$ cat config.mk
export PLATFORM = sky130hd
export DESIGN_NAME = coh_line_ctrl
export DESIGN_NICKNAME = d
export VERILOG_FILES = /design/src/rtl/coh_pkg.sv /design/src/rtl/coh_state_array.sv /design/src/rtl/coh_line_ctrl.sv
export SDC_FILE = /design/constraint.sdc
export NUM_CORES = 1
export LEC_CHECK = 0
export CAP_MARGIN = 20
export CORE_ASPECT_RATIO = 0.9
export CORE_UTILIZATION = 49
export CTS_CLUSTER_DIAMETER = 120
export DETAILED_ROUTE_END_ITERATION = 10
export GPL_ROUTABILITY_DRIVEN = 0
export PLACE_DENSITY = 0.67
export SYNTH_ARGS = -nofsm -noshare
export SYNTH_HDL_FRONTEND = slang
export SYNTH_SLANG_ARGS = --single-unit
$ cat constraint.sdc
create_clock -name clk -period 7.84 [get_ports clk]
set_input_delay 1.568 -clock clk [delete_from_list [all_inputs] [get_ports clk]]
set_output_delay 1.568 -clock clk [all_outputs]
set_load 0.01 [all_outputs]
$ cat src/rtl/coh_pkg.sv
// Shared encodings for the coherence line controller: line states, bus ops, FSM states.
// Also holds the snoop next-state rule used by the controller.
package coh_pkg;

   localparam logic [1:0] LINE_I = 2'b00;
   localparam logic [1:0] LINE_M = 2'b01;
   localparam logic [1:0] LINE_S = 2'b10;
   localparam logic [1:0] LINE_E = 2'b11;

   localparam logic [1:0] OP_INVALIDATE = 2'b00;
   localparam logic [1:0] OP_WRITE_MISS = 2'b01;
   localparam logic [1:0] OP_READ_MISS  = 2'b10;

   typedef enum logic [1:0] {
      FSM_IDLE = 2'b00,
      FSM_ARB  = 2'b01,
      FSM_DONE = 2'b10
   } fsm_state_t;

   // A remote read demotes an owned line to S; remote writes and invalidates kill it.
   function automatic logic [1:0] snoop_next(input logic [1:0] line, input logic [1:0] op);
      logic [1:0] nxt;
      nxt = line;
      case (op)
         OP_READ_MISS:                 if (line == LINE_M || line == LINE_E) nxt = LINE_S;
         OP_WRITE_MISS, OP_INVALIDATE: nxt = LINE_I;
         default:                      nxt = line;
      endcase
      return nxt;
   endfunction

endpackage

$ cat src/rtl/coh_state_array.sv
// Per-line coherence state register file with separate cpu and snoop read/write ports.
// The cpu/grant write overrides a snoop write to the same line in the same cycle.
module coh_state_array
   import coh_pkg::*;
#(
   parameter int NUM_LINES = 16,
   parameter int IDX_W     = 4
) (
   input  logic             clk,
   input  logic             rst,
   input  logic [IDX_W-1:0] cpu_rd_idx,
   output logic [1:0]       cpu_rd_state,
   input  logic [IDX_W-1:0] snp_rd_idx,
   output logic [1:0]       snp_rd_state,
   input  logic             cpu_wr_en,
   input  logic [IDX_W-1:0] cpu_wr_idx,
   input  logic [1:0]       cpu_wr_state,
   input  logic             snp_wr_en,
   input  logic [IDX_W-1:0] snp_wr_idx,
   input  logic [1:0]       snp_wr_state
);

   logic [1:0] line_state [NUM_LINES];

   assign cpu_rd_state = line_state[cpu_rd_idx];
   assign snp_rd_state = line_state[snp_rd_idx];

   // The cpu write comes last so it wins on an index collision.
   always_ff @(posedge clk) begin
      if (rst) begin
         for (int i = 0; i < NUM_LINES; i++) line_state[i] <= LINE_I;
      end else begin
         if (snp_wr_en) line_state[snp_wr_idx] <= snp_wr_state;
         if (cpu_wr_en) line_state[cpu_wr_idx] <= cpu_wr_state;
      end
   end

endmodule

$ cat src/rtl/coh_line_ctrl.sv
// Multi-line MSI/MESI controller: serialises CPU requests onto a snooping bus via req/gnt
// and applies snooped traffic to the line states every cycle.
module coh_line_ctrl
   import coh_pkg::*;
#(
   parameter int NUM_LINES = 16,
   parameter int IDX_W     = 4,
   parameter int MESI_EN   = 0
) (
   input  logic             clk,
   input  logic             rst,
   input  logic             cpu_valid,
   output logic             cpu_ready,
   input  logic             cpu_write,
   input  logic [IDX_W-1:0] cpu_idx,
   output logic             cpu_done,
   output logic             cpu_hit,
   output logic             bus_req,
   input  logic             bus_gnt,
   output logic [1:0]       bus_op,
   output logic [IDX_W-1:0] bus_idx,
   input  logic             bus_shared_in,
   input  logic             snp_valid,
   input  logic [1:0]       snp_op,
   input  logic [IDX_W-1:0] snp_idx,
   output logic             snp_flush,
   output logic             snp_shared,
   output logic             err
);

   fsm_state_t       state;
   logic [1:0]       cpu_line;
   logic [1:0]       snp_line;
   logic [1:0]       snp_line_next;
   logic             accept;
   logic             lookup_hit;
   logic [1:0]       miss_op;
   logic             gnt_now;
   logic             snp_hits_req;
   logic             cpu_wr_en;
   logic [IDX_W-1:0] cpu_wr_idx;
   logic [1:0]       cpu_wr_state;

   coh_state_array #(.NUM_LINES(NUM_LINES), .IDX_W(IDX_W)) u_array (
      .clk          (clk),
      .rst          (rst),
      .cpu_rd_idx   (cpu_idx),
      .cpu_rd_state (cpu_line),
      .snp_rd_idx   (snp_idx),
      .snp_rd_state (snp_line),
      .cpu_wr_en    (cpu_wr_en),
      .cpu_wr_idx   (cpu_wr_idx),
      .cpu_wr_state (cpu_wr_state),
      .snp_wr_en    (snp_valid),
      .snp_wr_idx   (snp_idx),
      .snp_wr_state (snp_line_next)
   );

   // A same-line snoop stalls acceptance so the lookup never races the snoop update.
   assign cpu_ready     = !rst && (state == FSM_IDLE) && !(snp_valid && (snp_idx == cpu_idx));
   assign accept        = cpu_valid && cpu_ready;
   assign snp_line_next = snoop_next(snp_line, snp_op);
   assign gnt_now       = (state == FSM_ARB) && bus_gnt;
   assign snp_hits_req  = snp_valid && (snp_idx == bus_idx);

   always_comb begin
      lookup_hit = 1'b0;
      miss_op    = OP_READ_MISS;
      if (cpu_write) begin
         lookup_hit = (cpu_line == LINE_M) || (cpu_line == LINE_E);
         miss_op    = (cpu_line == LINE_S) ? OP_INVALIDATE : OP_WRITE_MISS;
      end else begin
         lookup_hit = (cpu_line != LINE_I);
      end
   end

   // Silent E->M upgrade on a write hit, or the fill/upgrade result on our own grant.
   always_comb begin
      cpu_wr_en    = 1'b0;
      cpu_wr_idx   = cpu_idx;
      cpu_wr_state = LINE_M;
      if (accept && cpu_write && (cpu_line == LINE_E)) begin
         cpu_wr_en = 1'b1;
      end else if (gnt_now) begin
         cpu_wr_en  = 1'b1;
         cpu_wr_idx = bus_idx;
         if (bus_op == OP_READ_MISS)
            cpu_wr_state = ((MESI_EN != 0) && !bus_shared_in) ? LINE_E : LINE_S;
      end
   end

   always_ff @(posedge clk) begin
      if (rst) begin
         state    <= FSM_IDLE;
         cpu_done <= 1'b0;
         cpu_hit  <= 1'b0;
         bus_req  <= 1'b0;
         bus_op   <= 2'b00;
         bus_idx  <= '0;
      end else begin
         cpu_done <= 1'b0;
         cpu_hit  <= 1'b0;
         case (state)
            FSM_IDLE: begin
               if (accept) begin
                  if (lookup_hit) begin
                     state    <= FSM_DONE;
                     cpu_done <= 1'b1;
                     cpu_hit  <= 1'b1;
                  end else begin
                     state   <= FSM_ARB;
                     bus_req <= 1'b1;
                     bus_op  <= miss_op;
                     bus_idx <= cpu_idx;
                  end
               end
            end
            FSM_ARB: begin
               if (bus_gnt) begin
                  state    <= FSM_DONE;
                  bus_req  <= 1'b0;
                  cpu_done <= 1'b1;
               end else if (snp_hits_req && (bus_op == OP_INVALIDATE) &&
                            (snp_line_next == LINE_I)) begin
                  // Our shared copy was lost while waiting, so an upgrade now needs the data.
                  bus_op <= OP_WRITE_MISS;
               end
            end
            FSM_DONE: state <= FSM_IDLE;
            default:  state <= FSM_IDLE;
         endcase
      end
   end

   always_ff @(posedge clk) begin
      if (rst) begin
         snp_flush  <= 1'b0;
         snp_shared <= 1'b0;
         err        <= 1'b0;
      end else begin
         snp_flush  <= snp_valid && (snp_line == LINE_M) &&
                       ((snp_op == OP_READ_MISS) || (snp_op == OP_WRITE_MISS));
         snp_shared <= snp_valid && (snp_line != LINE_I);
         if ((snp_valid && (snp_op == OP_INVALIDATE) && (snp_line == LINE_M)) ||
             (gnt_now && snp_hits_req))
            err <= 1'b1;
      end
   end

endmodule

Word level (Yosys, flattened, before mapping)
Memory sizes are Yosys's and may differ from the RTL's.
Cells that the tools add are included.
Widths: inputs -> output; s select.
- logic and storage cells: 108
- memory bits (writable): 32
- memories: 1
- input bits: 17
- output and inout bits: 13
- bits in registers: 14
- equal/unequal tests: 16
- mux-type cells: 43
- reductions and logical operators: 37
- bitwise operators: 2
- memories (memory ; depth ; width ; read ports ; clocked after Yosys merged registers in ; write ports ; RTL line ; text):
    u_array.line_state ; 16 ; 2 ; 2 ; 0 ; 16 ; coh_state_array.sv:23 ; logic [1:0] line_state [NUM_LINES];
- operator list (cell ; number):
    $mux 2 ; 14
    $mux 1 ; 20
    $logic_and 1x1->1 ; 16
    $mux 4 ; 4
    $pmux 2 s2 ; 3
    $eq 2x2->1 const B ; 5
    $eq 2x1->1 const B ; 4
    $eq 4x4->1 ; 2
    $logic_not 2->1 ; 4
    $ne 2x2->1 const B ; 4
    $reduce_or 2->1 ; 4
    $reduce_bool 2->1 ; 3
    $reduce_and 5->1 ; 1
    $logic_or 1x1->1 ; 4
    $pmux 1 s2 ; 2
    $reduce_and 4->1 ; 1
    $reduce_and 3->1 ; 1
    $logic_not 1->1 ; 2
    $ne 2x1->1 const B ; 1
    $not 1->1 ; 2
    $reduce_and 2->1 ; 1

Longest topological paths before layout
- depth after elaboration: 13
- depth in mapped cells: 10
- gate-level depth less buffers: 6

Modules after synthesis
Synthesis repeated with hierarchy kept, for this count alone.
- cells, all modules: 292
- area, all modules: 3098.0 µm²
- modules (own cells, without submodules) (module ; area an instance (µm²) ; seq. area each (µm²) ; cells an instance ; times used):
    coh_state_array ; 2264.7 ; 960.9 ; 190 ; 1
    coh_line_ctrl ; 833.3 ; 280.3 ; 102 ; 1

Worst setup path after synthesis
No wires, ideal clock.
- kind: input to output
- start: in cpu_idx[1]
- end: out cpu_ready
- path buffers: 2
- data arrival time: 2.493 ns
- stages on the path: 5
- data required time: 6.272 ns
- setup slack: 3.779 ns
- cell sequence: buf_6 buf_2 xor2_1 nor3_1 a31oi_1
- cells in the longest elaborated chain, start to end: 4
- RTL lines (what ; RTL line ; text):
    from (decl) ; coh_line_ctrl.sv:15 ; input logic [IDX_W-1:0] cpu_idx,
    $eq 4x4->1 ; coh_line_ctrl.sv:60 ; assign cpu_ready = !rst && (state == FSM_IDLE) && !(snp_valid && (snp_idx == cpu_idx));
    $logic_and 1x1->1 ; coh_line_ctrl.sv:60 ;
    $logic_not 1->1 ; coh_line_ctrl.sv:60 ;
    $logic_and 1x1->1 ; coh_line_ctrl.sv:60 ;
    to (decl) ; coh_line_ctrl.sv:13 ; output logic cpu_ready,
No other way between the ends.

Final worst setup path
Ends and elaborated chain as after synthesis.

==> out/metrics.cfg <==
[drt]
viasPerCell = 6.54
postRouteAntennaNets = 0
firstDrtPassIters = 5
drt-initial-drc-count = 310
post_drt_wl_per_cell_microns = 21.1
route.detailed.drc = 0
vias = 2884
wl_mm = 9.30

[timing]
fmax_mhz = 183
hold_violations = 0
setup_viol = 0
rsz0062_at_grt = no
post-route-period-util = 0.698
relSlewSlack = 0.369
report.final.slew_viol_count = 0
clock_skew_ps = 4.21
fin_setup_tns_ps = 0
holdWs_ps = 462
tightest_slew_ps = 943
fin_crit_ps = 5470

[run]
drv_cap = 0

[layout]
drive_gt1_frac = 0.134
final_common_cell = nor2_1
nFillCells = 595
nNetsFinal = 370
utilization = 0.571
fin_cells = 441
layout_common_cells = 40 x nor2_1, 32 x edfxtp_1, 28 x clkdlybuf4s50_1, 27 x nand2_1, 26 x mux2i_1
diodes = 0
area_delta_synth_final_pct = 12.0

[power_and_ir_drop]
power_leakage_nw = 1.51
power_density_nw_per_um2 = 145
ir_worst_vdd_mv = 0.0819

[clocking]
ctsHoldBuffers = 0
cts-htree-levels = 2
cts-resized-gates = 0
clk_path_buf_depth = 2
post_cts_buffers = 0
worst_skew_pair.late_latency_ps = 300
cts.sinks = 46
cts_buffers = 5
cts_tree = built
cts_root_buf = clkbuf_8
path_clk_slew_ps = 90

[setup_path]
path_cells = clkdlybuf4s50_1 > xor2_1 > nor3_1 > a31oi_1 > clkdlybuf4s50_1
rr_endpoint = u_array.line_state[3][0]
critPathMaxStageDelay_ps = 1090
cp_common_cell = clkdlybuf4s50_1
crit_type = input port to output pin
start_kind = input port
reg2reg_slack_ps = 4720
critPathTopFamily = buffers and inverters
worst-path-max-fanout = 17
path_buf_inv = 2
endpoint_kind = output pin
required_ps = 6270
rr_worst_depth = 6
critical_path_arrival_ps = 3900
cp_slowest_cell = clkdlybuf4s50_1
r2r-start = u_array.line_state[14][1]

[synth]
syn_area_sq_um = 3360
ys_ff_latch = 46
synth_xor_area_frac = 0.0209
synth_mux_area_frac = 0.242
synthFlopType = edfxtp_1
async_flop_share = 0
yosysWarnings = 0
synth_seq_area_share = 0.370
synth_edf_count = 32
syn_inst = 339
synth_fa_ha_area_frac = 0.0112
synth_top_family_by_area = multiplexers
syn_nets = 359
synthSimpleGateAreaFrac = 0.174
synth_cell_types = 46
synth_compound_area_frac = 0.132
avgSynthCellArea_sq_um = 9.90

[placement]
dpl.cell_count = 431
port_buffers = 28
dpl.hpwl_mm = 6.42

[global_route]
antenna_found_initial = 0
grt_usage = 0.275
grt_max_degree = 33
grt_pass1_wl_mm = 14.5
grt_pass1_vias = 2729
grt_overflow = 0

[floorplan]
coreArea_sq_um = 6590
ios = 30
placementRows = 28
fp.dieW_microns = 89.2
fp.dieH_microns = 80.5
start_util = 0.510
dieArea_sq_um = 7190

[worst_hold_path]
holdCritPathClass = flop to flop
hold_start = bus_req
hold-path-endpoint = bus_req
hold_path_depth = 2

[run_status]
status = complete, no violations

-- worst max-delay path by stage --
stage                    start         to  slack [ps]  depth (start not counted)
global placement    cpu_idx[1]  cpu_ready        2370                          5
floorplan           cpu_idx[1]  cpu_ready        3780                          5
CTS                 cpu_idx[1]  cpu_ready        2380                          5
finish              cpu_idx[1]  cpu_ready        2370                          5
detailed placement  cpu_idx[1]  cpu_ready        2370                          5
global route        cpu_idx[1]  cpu_ready        2250                          5
-- cells in the mapped netlist, types with 5 or more instances --
cell,n,share of area
nor3b_1,8,0.018
nand3_1,5,0.0075
nor4_1,13,0.024
mux2i_1,26,0.078
nor2_1,40,0.045
dfxtp_1,14,0.083
a211o_1,13,0.034
nand2_1,27,0.030
a31oi_1,6,0.011
mux4_2,14,0.094
clkbuf_1,20,0.022
nor3_1,6,0.0089
xor2_1,6,0.016
mux2_2,18,0.060
inv_1,7,0.0078
a21oi_1,10,0.015
edfxtp_1,32,0.29
o21ai_0,14,0.021
a22oi_1,5,0.011
-- worst min-delay path, cell delays in order, from the launching register on --
cell     delay (ps)
dfxtp_1         320
nand2_1          50
a21oi_1          50
-- per-stage QoR --
stage / area [sq um] / total power, mW / worst slack, ps
3_3_place_gp: 3640 / 0.392 / 2370
6_report: 3760 / 0.545 / 2370
3_5_place_dp: 3640 / 0.394 / 2370
4_1_cts: 3730 / 0.543 / 2380
5_1_grt: 3760 / 0.563 / 2250
2_1_floorplan: 3360 / 0.353 / 3780
-- kinds of logic (layout without fill, tap and decap cells) --
family	Yosys count	after routing
fa+ha+maj	3	3
mux	61	61
simple gates	120	120
compound gates	64	64
xor+xnor	8	8
flops	46	46
buf+inv	37	49
-- power by group --
group | leakage, nW | switching, mW | internal [mW]
clock network | 0.0482 | 0.0823 | 0.0713
registers | 0.445 | 0.00826 | 0.270
logic | 1.02 | 0.0653 | 0.0474
-- per-layer routing --
metal / GRT usage / vias up / share of wire
met5: 0 / - / 0
met4: 0.0810 / 0 / 0.016
met3: 0.0678 / 18 / 0.10
met2: 0.433 / 176 / 0.46
met1: 0.372 / 1379 / 0.42
li1: - / 1311 / -
-- state kept, by name (all words and copies together), names as in the netlist --
signal and count:
bus_idx 4, snp_shared 1, u_array.line_state 32, snp_flush 1
cpu_done 1, cpu_hit 1, state 2, bus_op 2
err 1, bus_req 1
-- final cells by class --
class	instances	area [sq um]	area share
Multi-Input combinational cell	256	1950	0.518
Sequential cell	46	1240	0.330
Timing Repair Buffer	33	335	0.0892
Tap cell	90	113	0.0300
Clock buffer	7	86.3	0.0230
Inverter	8	30.0	0.00799
Clock inverter	1	5.00	0.00133
Power figures use the tool's default switching activity.
